$ cat config.mk
export PLATFORM = sky130hd
export DESIGN_NAME = vec_uart_streamer
export DESIGN_NICKNAME = d
export VERILOG_FILES = /design/src/rtl/vec_uart_streamer.sv
export SDC_FILE = /design/constraint.sdc
export NUM_CORES = 1
export LEC_CHECK = 0
export BUFFER_PORTS_ARGS = -buffer_cell sky130_fd_sc_hd__buf_2
export CAP_MARGIN = 20
export CORE_AREA = 4 4 148 221
export DETAILED_ROUTE_END_ITERATION = 10
export DIE_AREA = 0 0 152 225
export RECOVER_POWER = 50
export SETUP_SLACK_MARGIN = 0.1
export SLEW_MARGIN = 30
export SYNTH_ARGS = -nofsm -noshare
export SYNTH_HDL_FRONTEND = slang
export SYNTH_SLANG_ARGS = --single-unit
$ cat constraint.sdc
create_clock -name clk -period 3 [get_ports clk]
set_input_delay 0.3 -clock clk [delete_from_list [all_inputs] [get_ports clk]]
set_output_delay 0.3 -clock clk [all_outputs]
set_load 0.01 [all_outputs]
$ cat src/rtl/vec_uart_streamer.sv
// Drains a block of vector-memory words onto an 8N1 UART line, lowest byte of each word first.
// Optional build macro STREAM_CHECKSUM_EN appends a modulo-256 byte-sum trailer frame.
module vec_uart_streamer #(
    parameter int unsigned BAUD_DIV = 434,
    parameter int unsigned ADDR_W   = 15,
    parameter int unsigned DATA_W   = 128
) (
    input  logic              clk,
    input  logic              reset,
    input  logic              start,
    input  logic [ADDR_W-1:0] base_addr,
    input  logic [ADDR_W-1:0] word_count,
    output logic [ADDR_W-1:0] mem_addr,
    output logic              mem_rd_en,
    input  logic [DATA_W-1:0] mem_rdata,
    output logic              tx,
    output logic              busy,
    output logic              done
);

    localparam int unsigned NBYTES = DATA_W / 8;
    localparam int unsigned BW     = (NBYTES > 1) ? $clog2(NBYTES) : 1;
    localparam logic [BW-1:0] BYTE_LAST = BW'(NBYTES - 1);
    localparam logic [15:0]   BAUD_LAST = 16'(BAUD_DIV - 1);

    typedef enum logic [2:0] {StIdle, StFetch, StWait, StSend, StDone} state_e;

    state_e state_q, state_d;

    logic [ADDR_W-1:0] base_q, base_d;
    logic [ADDR_W-1:0] count_q, count_d;
    logic [ADDR_W-1:0] idx_q, idx_d;
    logic [ADDR_W-1:0] addr_q, addr_d;
    logic [DATA_W-1:0] shreg_q, shreg_d;
    logic [BW-1:0]     byte_idx_q, byte_idx_d;
    logic [3:0]        bit_idx_q, bit_idx_d;
    logic [15:0]       baud_q, baud_d;

    logic bit_end, frame_end, last_byte, last_word, data_frame;
    logic [7:0] cur_byte;

    assign bit_end   = (baud_q == BAUD_LAST);
    assign frame_end = bit_end && (bit_idx_q == 4'd9);
    assign last_byte = (byte_idx_q == BYTE_LAST);
    assign last_word = ((idx_q + ADDR_W'(1)) == count_q);
    assign cur_byte  = shreg_q[7:0];

`ifdef STREAM_CHECKSUM_EN
    logic       trailer_q, trailer_d;
    logic [7:0] sum_q, sum_d;
    assign data_frame = !trailer_q;
`else
    assign data_frame = 1'b1;
`endif

    always_ff @(posedge clk) begin
        if (reset) begin
            state_q <= StIdle;
        end else begin
            state_q <= state_d;
        end
    end

    always_comb begin
        state_d = state_q;
        unique case (state_q)
            StIdle: begin
                if (start) begin
                    state_d = (word_count == '0) ? StDone : StFetch;
                end
            end
            StFetch: state_d = StWait;
            StWait:  state_d = StSend;
            StSend: begin
                if (frame_end) begin
`ifdef STREAM_CHECKSUM_EN
                    if (trailer_q) begin
                        state_d = StDone;
                    end else if (last_byte && !last_word) begin
                        state_d = StFetch;
                    end
`else
                    if (last_byte) begin
                        state_d = last_word ? StDone : StFetch;
                    end
`endif
                end
            end
            StDone:  state_d = StIdle;
            default: state_d = StIdle;
        endcase
    end

    always_comb begin
        base_d     = base_q;
        count_d    = count_q;
        idx_d      = idx_q;
        addr_d     = addr_q;
        shreg_d    = shreg_q;
        byte_idx_d = byte_idx_q;
        bit_idx_d  = bit_idx_q;
        baud_d     = baud_q;
`ifdef STREAM_CHECKSUM_EN
        trailer_d  = trailer_q;
        sum_d      = sum_q;
`endif
        case (state_q)
            StIdle: begin
                if (start && (word_count != '0)) begin
                    base_d  = base_addr;
                    count_d = word_count;
                    idx_d   = '0;
                    addr_d  = base_addr;
`ifdef STREAM_CHECKSUM_EN
                    trailer_d = 1'b0;
                    sum_d     = '0;
`endif
                end
            end
            StWait: begin
                shreg_d    = mem_rdata;
                byte_idx_d = '0;
                bit_idx_d  = '0;
                baud_d     = '0;
            end
            StSend: begin
                if (!bit_end) begin
                    baud_d = baud_q + 16'd1;
                end else begin
                    baud_d = '0;
                    if (bit_idx_q != 4'd9) begin
                        bit_idx_d = bit_idx_q + 4'd1;
                    end else begin
                        bit_idx_d = '0;
                        if (data_frame) begin
                            shreg_d    = shreg_q >> 8;
                            byte_idx_d = last_byte ? '0 : byte_idx_q + BW'(1);
                            if (last_byte) begin
                                idx_d = idx_q + ADDR_W'(1);
                                // Keep mem_addr stable after the final word.
                                if (!last_word) begin
                                    addr_d = base_q + idx_q + ADDR_W'(1);
                                end
                            end
`ifdef STREAM_CHECKSUM_EN
                            sum_d = sum_q + cur_byte;
                            if (last_byte && last_word) begin
                                trailer_d     = 1'b1;
                                shreg_d[7:0]  = sum_q + cur_byte;
                            end
`endif
                        end
                    end
                end
            end
            default: ;
        endcase
    end

    always_ff @(posedge clk) begin
        if (reset) begin
            base_q     <= '0;
            count_q    <= '0;
            idx_q      <= '0;
            addr_q     <= '0;
            shreg_q    <= '0;
            byte_idx_q <= '0;
            bit_idx_q  <= '0;
            baud_q     <= '0;
`ifdef STREAM_CHECKSUM_EN
            trailer_q  <= 1'b0;
            sum_q      <= '0;
`endif
        end else begin
            base_q     <= base_d;
            count_q    <= count_d;
            idx_q      <= idx_d;
            addr_q     <= addr_d;
            shreg_q    <= shreg_d;
            byte_idx_q <= byte_idx_d;
            bit_idx_q  <= bit_idx_d;
            baud_q     <= baud_d;
`ifdef STREAM_CHECKSUM_EN
            trailer_q  <= trailer_d;
            sum_q      <= sum_d;
`endif
        end
    end

    always_comb begin
        tx        = 1'b1;
        busy      = 1'b0;
        done      = 1'b0;
        mem_rd_en = 1'b0;
        mem_addr  = addr_q;
        unique case (state_q)
            StIdle: ;
            StFetch: begin
                busy      = 1'b1;
                mem_rd_en = 1'b1;
            end
            StWait: busy = 1'b1;
            StSend: begin
                busy = 1'b1;
                if (bit_idx_q == 4'd0) begin
                    tx = 1'b0;
                end else if (bit_idx_q != 4'd9) begin
                    tx = cur_byte[3'(bit_idx_q - 4'd1)];
                end
            end
            StDone: done = 1'b1;
            default: ;
        endcase
    end

endmodule
### Word level (Yosys, flattened, before mapping)

Index checks and enable logic that the tools add are counted.
Widths: inputs -> output; s select.

* register bits: 215
* input port bits: 161
* logic and storage cells: 85

* add/sub/neg operators: 7
* magnitude comparators: 1
* equal/unequal tests: 16
* muxes and demuxes: 37
* reductions and logical operators: 15

Operators with widths (number)
* $mux 128: 2
* $pmux 128 s2: 1
* $mux 15: 9
* $pmux 15 s2: 2
* $pmux 16 s2: 1
* $add 15x1->15 const B: 2
* $mux 4: 5
* $add 16x1->16 const B: 1
* $eq 16x9->1 const B: 1
* $mux 16: 1
* $pmux 4 s2: 2
* $add 15x15->15: 1
* $eq 15x15->1: 1
* $logic_not 15->1: 1
* $mux 3: 5
* $reduce_bool 15->1: 1
* $ne 2x2->1 const B: 7
* $pmux 3 s4: 1
* $add 4x1->4 const B: 2
* $eq 4x4->1 const B: 2
* $mux 1: 7
* $eq 3x2->1 const B: 2
* $reduce_and 3->1: 2
* $reduce_and 6->1: 1
* other kinds (13): 16

### Depth between registers and ports, before layout

Gate-level depths: netlist of the first run.

* depth in word-level cells: 7
* depth in mapped cells: 11
* mapped depth without buffers: 11

### Worst setup path after synthesis of the first run

No wires, ideal clock.

* path type: register to register
* start: register idx_q[0]
* end: register addr_q[1], in the netlist mem_addr[1]
* library setup time: 0.121 ns
* arrival time: 2.699 ns
* path slack: 0.181 ns
* stages on the path, launching flop included: 10
* buffers on the path: 1
* clock period less this slack: 2.819 ns
* cell sequence: dfxtp_1 -> ha_1 -> buf_2 -> nand3_2 -> nor2_2 -> xnor2_1 -> o2111ai_1 -> or4_4 -> o41ai_4 -> mux2_2

* longest elaborated chain between the ends: 7

RTL lines
* start: declaration: RTL line 32 `logic [ADDR_W-1:0] idx_q, idx_d;`
* start signal: assignment: RTL line 177 `idx_q <= idx_d;`
* $add 15x15->15: RTL line 142 `addr_d = base_q + idx_q + ADDR_W'(1);`
* $add 15x1->15: RTL line 142
* $mux 15: RTL line 141 `if (!last_word) begin`
* $mux 15: RTL line 138 `if (last_byte) begin`
* $mux 15: RTL line 131 `if (bit_idx_q != 4'd9) begin`
* $mux 15: RTL line 127 `if (!bit_end) begin`
* $pmux 15 s2: RTL line 107 `case (state_q)`
* end signal: assignment: RTL line 178 `addr_q <= addr_d;`
* end: declaration: RTL line 33 `logic [ADDR_W-1:0] addr_q, addr_d;`

Several ways; a longest one is shown, not always the timed one. The select of a mux whose other input is x is not followed.
A chain may end at the register's enable or synchronous reset.

### Worst setup path in the final report of the first run

* start: register idx_q[1]
* end: register addr_q[1], in the netlist mem_addr[1]

The elaborated chain is that of the path after synthesis.

==> results of run 1 <==
==> cells by family after synthesis <==
group | count (synthesis) | synth area share
xor gates and xnor gates | 29 | 0.0239
buffers and inverters | 124 | 0.0488
muxes | 20 | 0.0216
DFF | 215 | 0.404
AOI/OAI and AO/OA | 315 | 0.212
adders and majority gates | 22 | 0.0266
and+or+nand+nor | 654 | 0.263
==> registers in the layout (all words and copies together) (netlist names) <==
signal,count
base_q,15
baud_q,16
bit_idx_q,4
byte_idx_q,4
count_q,15
idx_q,15
mem_addr,15
shreg_q,128
state_q,3
==> stage by stage <==
stage          worst slack (ns)  cells  instance area, um^2  utilization
2_1_floorplan             0.181   1379                10600            -
3_3_place_gp              0.221   1885                11900        0.387
3_5_place_dp              0.172   1885                11900        0.387
4_1_cts                   0.104   1937                12900        0.418
5_1_grt                  0.0471   1938                12900        0.418
6_report                  0.198   1939                12900        0.418
==> area by class of cell <==
| type | instances | area, um^2 | area share |
|---|---|---|---|
| antenna | 1 | 2.50 | 0.000194 |
| clock buffer | 34 | 688 | 0.0533 |
| clock inverter | 10 | 189 | 0.0146 |
| inverter | 9 | 33.8 | 0.00262 |
| multi-input combinational | 1040 | 5890 | 0.456 |
| sequential | 215 | 4300 | 0.334 |
| tap | 405 | 507 | 0.0393 |
| timing repair buffer | 225 | 1290 | 0.0999 |
==> repair_timing <==
item,in CTS,in global routing
resized for setup,0,10
hold buffers,8,0
endpoints found under the setup margin,0,6
buffers inserted,0,1
endpoints found under the hold margin,8,0
==> critical path, stage by stage, from the launching register on <==
cell and delay [ns]:
dfxtp_1 0.37, ha_2 0.30, xor2_1 0.14, a211oi_1 0.29, o2111ai_1 0.19, or4_4 0.58
o41ai_4 0.28, buf_12 0.21, mux2_2 0.34
==> power by group through the flow <==
stage,clock network (mW),logic (mW),registers [mW]
after floorplan,0,1.15,3.44
after global placement,0,1.62,3.49
after detailed placement,0,1.64,3.50
after CTS,3.31,1.66,3.44
after global routing,3.42,1.85,3.48
final,3.24,1.62,3.44
==> per-layer routing <==
metal,global-route usage,vias up,wire [um]
met5,0,-,13
met4,0.0615,2,1040
met3,0.0273,57,1400
met2,0.354,247,17400
met1,0.201,4808,12900
li1,-,5164,-
==> synth_stat cells, types with 5 or more instances <==
master / number / area [um^2]
nor2_1: 168 / 631
nand2_1: 357 / 1340
o211ai_1: 6 / 45.0
clkbuf_1: 80 / 300
and3_1: 14 / 87.6
a31oi_1: 11 / 68.8
o21ai_0: 36 / 180
inv_1: 9 / 33.8
nor4_1: 8 / 50.1
a21oi_1: 92 / 460
a311oi_1: 125 / 1090
nor2b_1: 8 / 50.1
nand3b_1: 5 / 37.5
xnor2_1: 12 / 105
nor3_1: 14 / 70.1
nand3_1: 18 / 90.1
ha_1: 21 / 263
dfxtp_1: 215 / 4300
or4_1: 6 / 45.0
or3_1: 16 / 100
nand2b_1: 6 / 37.5
a22o_1: 9 / 78.8
nand4_1: 10 / 62.6
xor2_1: 17 / 149
mux2i_1: 14 / 140
buf_2: 31 / 155
==> worst paths after layout <==
check | slack [ns] | to | depth (start not counted) | start
worst max-delay path | 0.20 | mem_addr[1] | 8 | idx_q[1]
worst min register to register | 0.46 | mem_addr[10] | 2 | mem_addr[10]
worst min-delay path | 0.03 | base_q[2] | 3 | base_addr[2]
worst max register to register | 0.20 | mem_addr[1] | 8 | idx_q[1]
==> impl_metrics.ini, run 1 <==
[cts]
clock_sinks = 215
cts_buffers = 24
cts_root_buf = clkbuf_16
clk_pin_slew_worst_paths_ns = 0.06
cts_max_level = 1
tritoncts = yes
clk_latency_ns = 0.53
ctsLongestPathBuffers = 3

[timing]
rsz0062_at_grt = true
slew-limit-headroom = 0.492
tightest_slew_ns = 0.762
timing.hold.ws_ns = 0.0281
setup_viol = 0
post-route-period-util = 0.934
fin_skew_ns = 0.0195
fmax_mhz = 357
final_hold_viol_count = 0
final_max_slew_viol_count = 0
finalSetupTns_ns = 0
fin_crit_ns = 2.80

[floorplan]
io_pins = 180
start_util = 0.345
core-area_mm2 = 0.0308
die_w_um = 152
die_h_um = 225
dieArea_mm2 = 0.0342
num_rows = 79

[pwr]
seq_power_share = 0.414
ir_drop_mv = 0.471
p_int_mw = 5.89
power_per_cell_area_mw_per_mm2 = 643
p_leak_nw = 5.13
netSwitchingFraction = 0.290
p_comb_frac = 0.195
p_sw_mw = 2.41
power_mw = 8.30
clockPowerShare = 0.390

[synthesis]
ys.flop_type = dfxtp_1
synth_area_mm2 = 0.0106
syn_area_per_cell_um2 = 7.72
synthCells = 1379
yosysWarnings = 0
synth-seq-cells = 215
yosysSeqAreaShare = 0.404
syn-num-nets = 1562
synth.distinct_cells = 66
synth_edf_count = 0
async_flop_share = 0

[global_route]
track_usage = 0.182
grt_max_degree = 123
grt_pass1_wl_um = 52000
grt_pass1_vias = 10143
grt_overflow = 0
antenna_found_initial = 2

[layout]
fillCellCount = 3274
final_common_cell = nand2_1
layout_common_cells = nand2_1 (356), dfxtp_1 (215), nor2_1 (168)
area_delta_synth_final_pct = 21.1
final_nets = 1698
drive_gt1_frac = 0.174

[worst_setup_path]
crit_arrival_ns = 3.22
cp-start-kind = register
crit_fanout = 15
end_kind = register
worstSetupPathType = reg -> reg
required_ns = 3.41

[place]
gp_congestion = 0.930
hpwlAfterDp_um = 23400
portBuffers = 179

[route]
drc = 0
via_count = 10278
wl_per_cell_um = 16.9
dr.pass1.iters = 5
routed_via_density = 5.30
drt-total-wl_um = 32700
drt_iter0_drc = 429
antenna_left = 0

[flow_run]
cap_viol_max_count = 0

[run_status]
status = complete, no violations

[min_path]
hold_class = in -> reg
No activity file was read; power rests on OpenSTA's default activity.
==> run 2, diff against run 1 <==
Settings changed: CORE_AREA 4 4 148 221 to 4 4 123 184, DIE_AREA 0 0 152 225 to 0 0 127 188, PLACE_DENSITY set to 0.76.
==> impl_metrics.ini, run 2 (synthesized netlist as in run 1, its figures left out) <==
[global_route]
track_usage = 0.247
grt_max_degree = 99
grt_overflow = 0
grt_pass1_wl_um = 49200
grt_pass1_vias = 10205
antenna_found_initial = 0

[min_path]
hp-start = mem_rdata[126]
hold_class = in -> reg
holdPathEnd = shreg_q[126]
hold_depth = 2

[layout]
final_nets = 1690
largest_register_ffs = 128
fillCellCount = 1967
final_common_cell = nand2_1
biggestRegsByFlops = shreg_q x128, baud_q x16
n_antenna_cell = 0
area_delta_synth_final_pct = 17.7
drive_gt1_frac = 0.170
layout_common_cells = nand2_1 (356), dfxtp_1 (212), nor2_1 (168)
final_area_mm2 = 0.0125
regMostFlops = shreg_q

[route]
drt_iter0_drc = 526
antenna_left = 0
wl_per_cell_um = 16.9
via_count = 10297
dr.pass1.iters = 5
routed_via_density = 5.76
drc = 0
drt-total-wl_um = 30300

[worst_setup_path]
crit_buf_inv = 2
required_ns = 2.70
cpMaxStageDelayCell = dfxtp_1
worstSetupPathType = reg -> out
regToRegStartpoint = idx_q[0]
cp-start-kind = register
path_cells = inv_1 > ha_4 > mux4_2 > nor2b_1 > a311oi_2 > a21oi_1 > or2_2 > buf_2
reg2reg_depth = 11
crit_fanout = 3
critPathTopFamily = simple AND/OR/NAND/NOR gates
slowest_delay_ns = 0.37
r2r-end = mem_addr[12]
r2r_slack_ns = 0.26
end_kind = output port
crit_arrival_ns = 2.49

[timing]
finalWorstSetupSlack_ns = 0.211
finalSetupTns_ns = 0
post-route-period-util = 0.930
rsz0062_at_grt = true
fin_crit_ns = 2.79
setup_viol = 0
slew-limit-headroom = 0.313
final_hold_viol_count = 0
tightest_slew_ns = 1.03
final_max_slew_viol_count = 0
timing.hold.ws_ns = 0.0176
fin_skew_ns = 0.00945
fmax_mhz = 358

[cts]
clk_latency_ns = 0.50
clk_pin_slew_worst_paths_ns = 0.06
cts_buffers = 22
tritoncts = yes
ctsLongestPathBuffers = 3
cts_max_level = 1
cts_root_buf = clkbuf_16
clock_sinks = 215

[flow_run]
cap_viol_max_count = 0

[pwr]
power_mw = 7.79
ir_drop_mv = 0.455
power_per_cell_area_mw_per_mm2 = 621
p_leak_nw = 5.02

[floorplan]
die_h_um = 188
core-area_mm2 = 0.0210
start_util = 0.508
dieArea_mm2 = 0.0239
num_rows = 65
io_pins = 180
die_w_um = 127

[place]
portBuffers = 179
gp_congestion = 0.863
hpwlAfterDp_um = 21600
dpl-instance-area_mm2 = 0.0117
place_ws_ns = 0.103

[run_status]
status = complete, no violations
run 2: cell types whose count changed in the layout (fill, tap and decap cells not counted), sizes merged:
| cell | previous run | this run |
|---|---|---|
| buf | 195 | 191 |
| bufinv | 5 | 1 |
| clkbuf | 56 | 54 |
| clkinvlp | 1 | 2 |
| diode | 1 | 0 |
| dlygate4sd3 | 8 | 5 |
run 2: metal layers:
| metal | share of wire | global-route usage | up-vias |
|---|---|---|---|
| met5 | 0 | 0 | - |
| met4 | 0.047 | 0.115 | 0 |
| met3 | 0.048 | 0.0382 | 97 |
| met2 | 0.53 | 0.462 | 306 |
| met1 | 0.37 | 0.267 | 4756 |
| li1 | - | - | 5138 |
run 2: worst max path at each step:
stage | startpoint | to | slack, ns | cells past startpoint
6_report | bit_idx_q[1] | tx | 0.21 | 8
5_1_grt | idx_q[0] | mem_addr[12] | 0.1 | 11
4_1_cts | idx_q[1] | mem_addr[4] | 0.11 | 10
3_5_place_dp | idx_q[6] | mem_addr[4] | 0.10 | 9
3_3_place_gp | idx_q[0] | mem_addr[12] | 0.20 | 11
2_1_floorplan | idx_q[0] | mem_addr[1] | 0.18 | 9
run 2: cell type report:
| type | count | area (um^2) | area share |
|---|---|---|---|
| repair buffers | 219 | 1230 | 0.0979 |
| clock inverters | 7 | 68.8 | 0.00549 |
| multi-input cells | 1040 | 5910 | 0.471 |
| inverters | 9 | 33.8 | 0.00269 |
| well taps | 268 | 335 | 0.0267 |
| clock buffers | 31 | 656 | 0.0523 |
| flip-flops and latches | 215 | 4310 | 0.344 |
run 2: report_power, final:
part | leakage, nW | internal (mW) | switching (mW)
clock network | 0.353 | 1.61 | 1.14
registers | 1.76 | 3.22 | 0.228
logic | 2.90 | 0.632 | 0.955
total | 5.02 | 5.46 | 2.32
run 2: what timing repair did:
action / CTS / global route
setup buffers: 0 / 2
gates cloned: 0 / 0
pin swaps: 0 / 3
gates resized for setup: 1 / 13
endpoints found under the hold margin: 5 / 0
hold buffers: 5 / 0
setup endpoints to repair: 1 / 39
run 2: through the flow:
step / util / cells
4_1_cts: 0.596 / 1787
3_3_place_gp: 0.558 / 1744
2_1_floorplan: - / 1379
3_5_place_dp: 0.559 / 1744
6_report: 0.597 / 1789
5_1_grt: 0.597 / 1789
==> run 3, diff against run 2 <==
Settings changed: CORE_AREA 4 4 123 184 to 4 4 150 152, DIE_AREA 0 0 127 188 to 0 0 154 156, GPL_ROUTABILITY_DRIVEN set to 0, PLACE_DENSITY 0.76 to 0.75.
==> impl_metrics.ini, run 3 (synthesized netlist as in run 1, its figures left out) <==
[run_status]
status = complete, no violations

[worst_setup_path]
r2r-end = mem_addr[12]
cp-start-kind = register
crit_arrival_ns = 2.49
reg2reg_depth = 11
r2r_slack_ns = 0.23
end_kind = output port
regToRegStartpoint = idx_q[0]
worstSetupPathType = reg -> out
crit_fanout = 3
required_ns = 2.70

[min_path]
hold_depth = 2
hp-start = mem_rdata[126]
hold_class = in -> reg
holdPathEnd = shreg_q[126]

[route]
wl_per_cell_um = 15.7
drt_iter0_drc = 654
via_count = 10324
routed_via_density = 5.74
drc = 0
antenna_left = 0
dr.pass1.iters = 6
drt-total-wl_um = 28300

[cts]
clk_pin_slew_worst_paths_ns = 0.06
clock_sinks = 215
cts_buffers = 24
clk_latency_ns = 0.52
cts_root_buf = clkbuf_16
cts_max_level = 1
ctsLongestPathBuffers = 3
tritoncts = yes

[floorplan]
core-area_mm2 = 0.0210
start_util = 0.507
die_h_um = 156
num_rows = 53
die_w_um = 154
io_pins = 180
dieArea_mm2 = 0.0240

[global_route]
grt_use_met3 = 0.0361
grt_overflow = 0
antenna_found_initial = 2
use_met1 = 0.294
grt.met2_usage = 0.368
grt_pass1_vias = 9484
busiest_layer = met2
grt_max_degree = 162
grt_pass1_wl_um = 45800
track_usage = 0.222

[pwr]
p_leak_nw = 5.08
p_sw_mw = 2.30
seq_power_share = 0.432
p_int_mw = 5.67
power_mw = 7.97
p_comb_frac = 0.203
clockPowerShare = 0.365
power_per_cell_area_mw_per_mm2 = 630
netSwitchingFraction = 0.289
ir_drop_mv = 0.417

[place]
dpl-instance-area_mm2 = 0.0117
hpwlAfterDp_um = 19400
portBuffers = 179
dp_cells = 1751

[layout]
n_antenna_cell = 0
biggestRegsByFlops = shreg_q x128, baud_q x16
final_nets = 1695
area_delta_synth_final_pct = 18.7
layout.area.seq_mm2 = 0.00431
drive_gt1_frac = 0.170
final_common_cell = nand2_1
largest_register_ffs = 128
fillCellCount = 1905
multi_input_area_mm2 = 0.00590
regMostFlops = shreg_q
layout_common_cells = nand2_1 (356), dfxtp_1 (212), nor2_1 (168)
final_area_mm2 = 0.0126
fin_cells = 1800

[timing]
rsz0062_at_grt = true
finalSetupTns_ns = 0
fmax_mhz = 358
fin_skew_ns = 0.0148
setup_viol = 0
fin_crit_ns = 2.79
tightest_slew_ns = 0.730
slew-limit-headroom = 0.513
final_hold_viol_count = 0
post-route-period-util = 0.930
final_max_slew_viol_count = 0

[flow_run]
cap_viol_max_count = 0
[run 3: power by group through the flow]
| stage | registers (mW) | logic, mW | clock network (mW) |
|---|---|---|---|
| after floorplan | 3.44 | 1.15 | 0 |
| final | 3.44 | 1.61 | 2.91 |
| after detailed placement | 3.50 | 1.59 | 0 |
| after global routing | 3.48 | 1.81 | 3.09 |
| after global placement | 3.49 | 1.55 | 0 |
| after CTS | 3.44 | 1.60 | 2.97 |
[run 3: repair_timing]
item                                    in CTS  in global routing
hold buffers                                 6                  0
endpoints found under the setup margin      12                 15
pin swaps                                    0                  1
resized for setup                            4                 10
setup buffers                                0                  4
endpoints found under the hold margin        6                  0
[run 3: critical path, stage by stage (launching register included)]
cell      delay, ns
dfxtp_1        0.36
inv_1          0.11
ha_4           0.30
mux4_2         0.30
nor2b_1        0.15
a311oi_1       0.20
a21oi_1        0.11
or2_2          0.31
buf_2          0.14
[run 3: worst max path at each step]
stage                     cells after the start         start            to  slack [ns]
after detailed placement                     10      idx_q[1]   mem_addr[4]        0.04
after global routing                         11      idx_q[0]  mem_addr[12]        0.08
after global placement                       10      idx_q[1]   mem_addr[0]        0.17
after floorplan                               9      idx_q[0]   mem_addr[1]        0.18
after CTS                                     8  bit_idx_q[0]            tx        0.08
final                                         8  bit_idx_q[1]            tx        0.21
[run 3: per-layer routing]
layer,part of all wire,wire length [um]
met2,0.48,13600
met1,0.43,12200
met4,0.030,861
met3,0.057,1630
met5,0.00092,26
[run 3: per-stage QoR]
step	hold slack (ns)	utilization	worst slack, ns
after global placement	0.441	0.558	0.170
after detailed placement	0.448	0.558	0.0425
after global routing	0.0116	0.602	0.0849
after floorplan	0.426	-	0.181
final	0.0172	0.602	0.210
after CTS	0.00415	0.599	0.0795
[run 3: final cells by class]
| class | count | share of cell area |
|---|---|---|
| tap | 275 | 0.0272 |
| timing repair buffer | 222 | 0.101 |
| inverter | 9 | 0.00267 |
| clock buffer | 37 | 0.0594 |
| multi-input combinational | 1040 | 0.466 |
| clock inverter | 2 | 0.00277 |
| sequential | 215 | 0.341 |
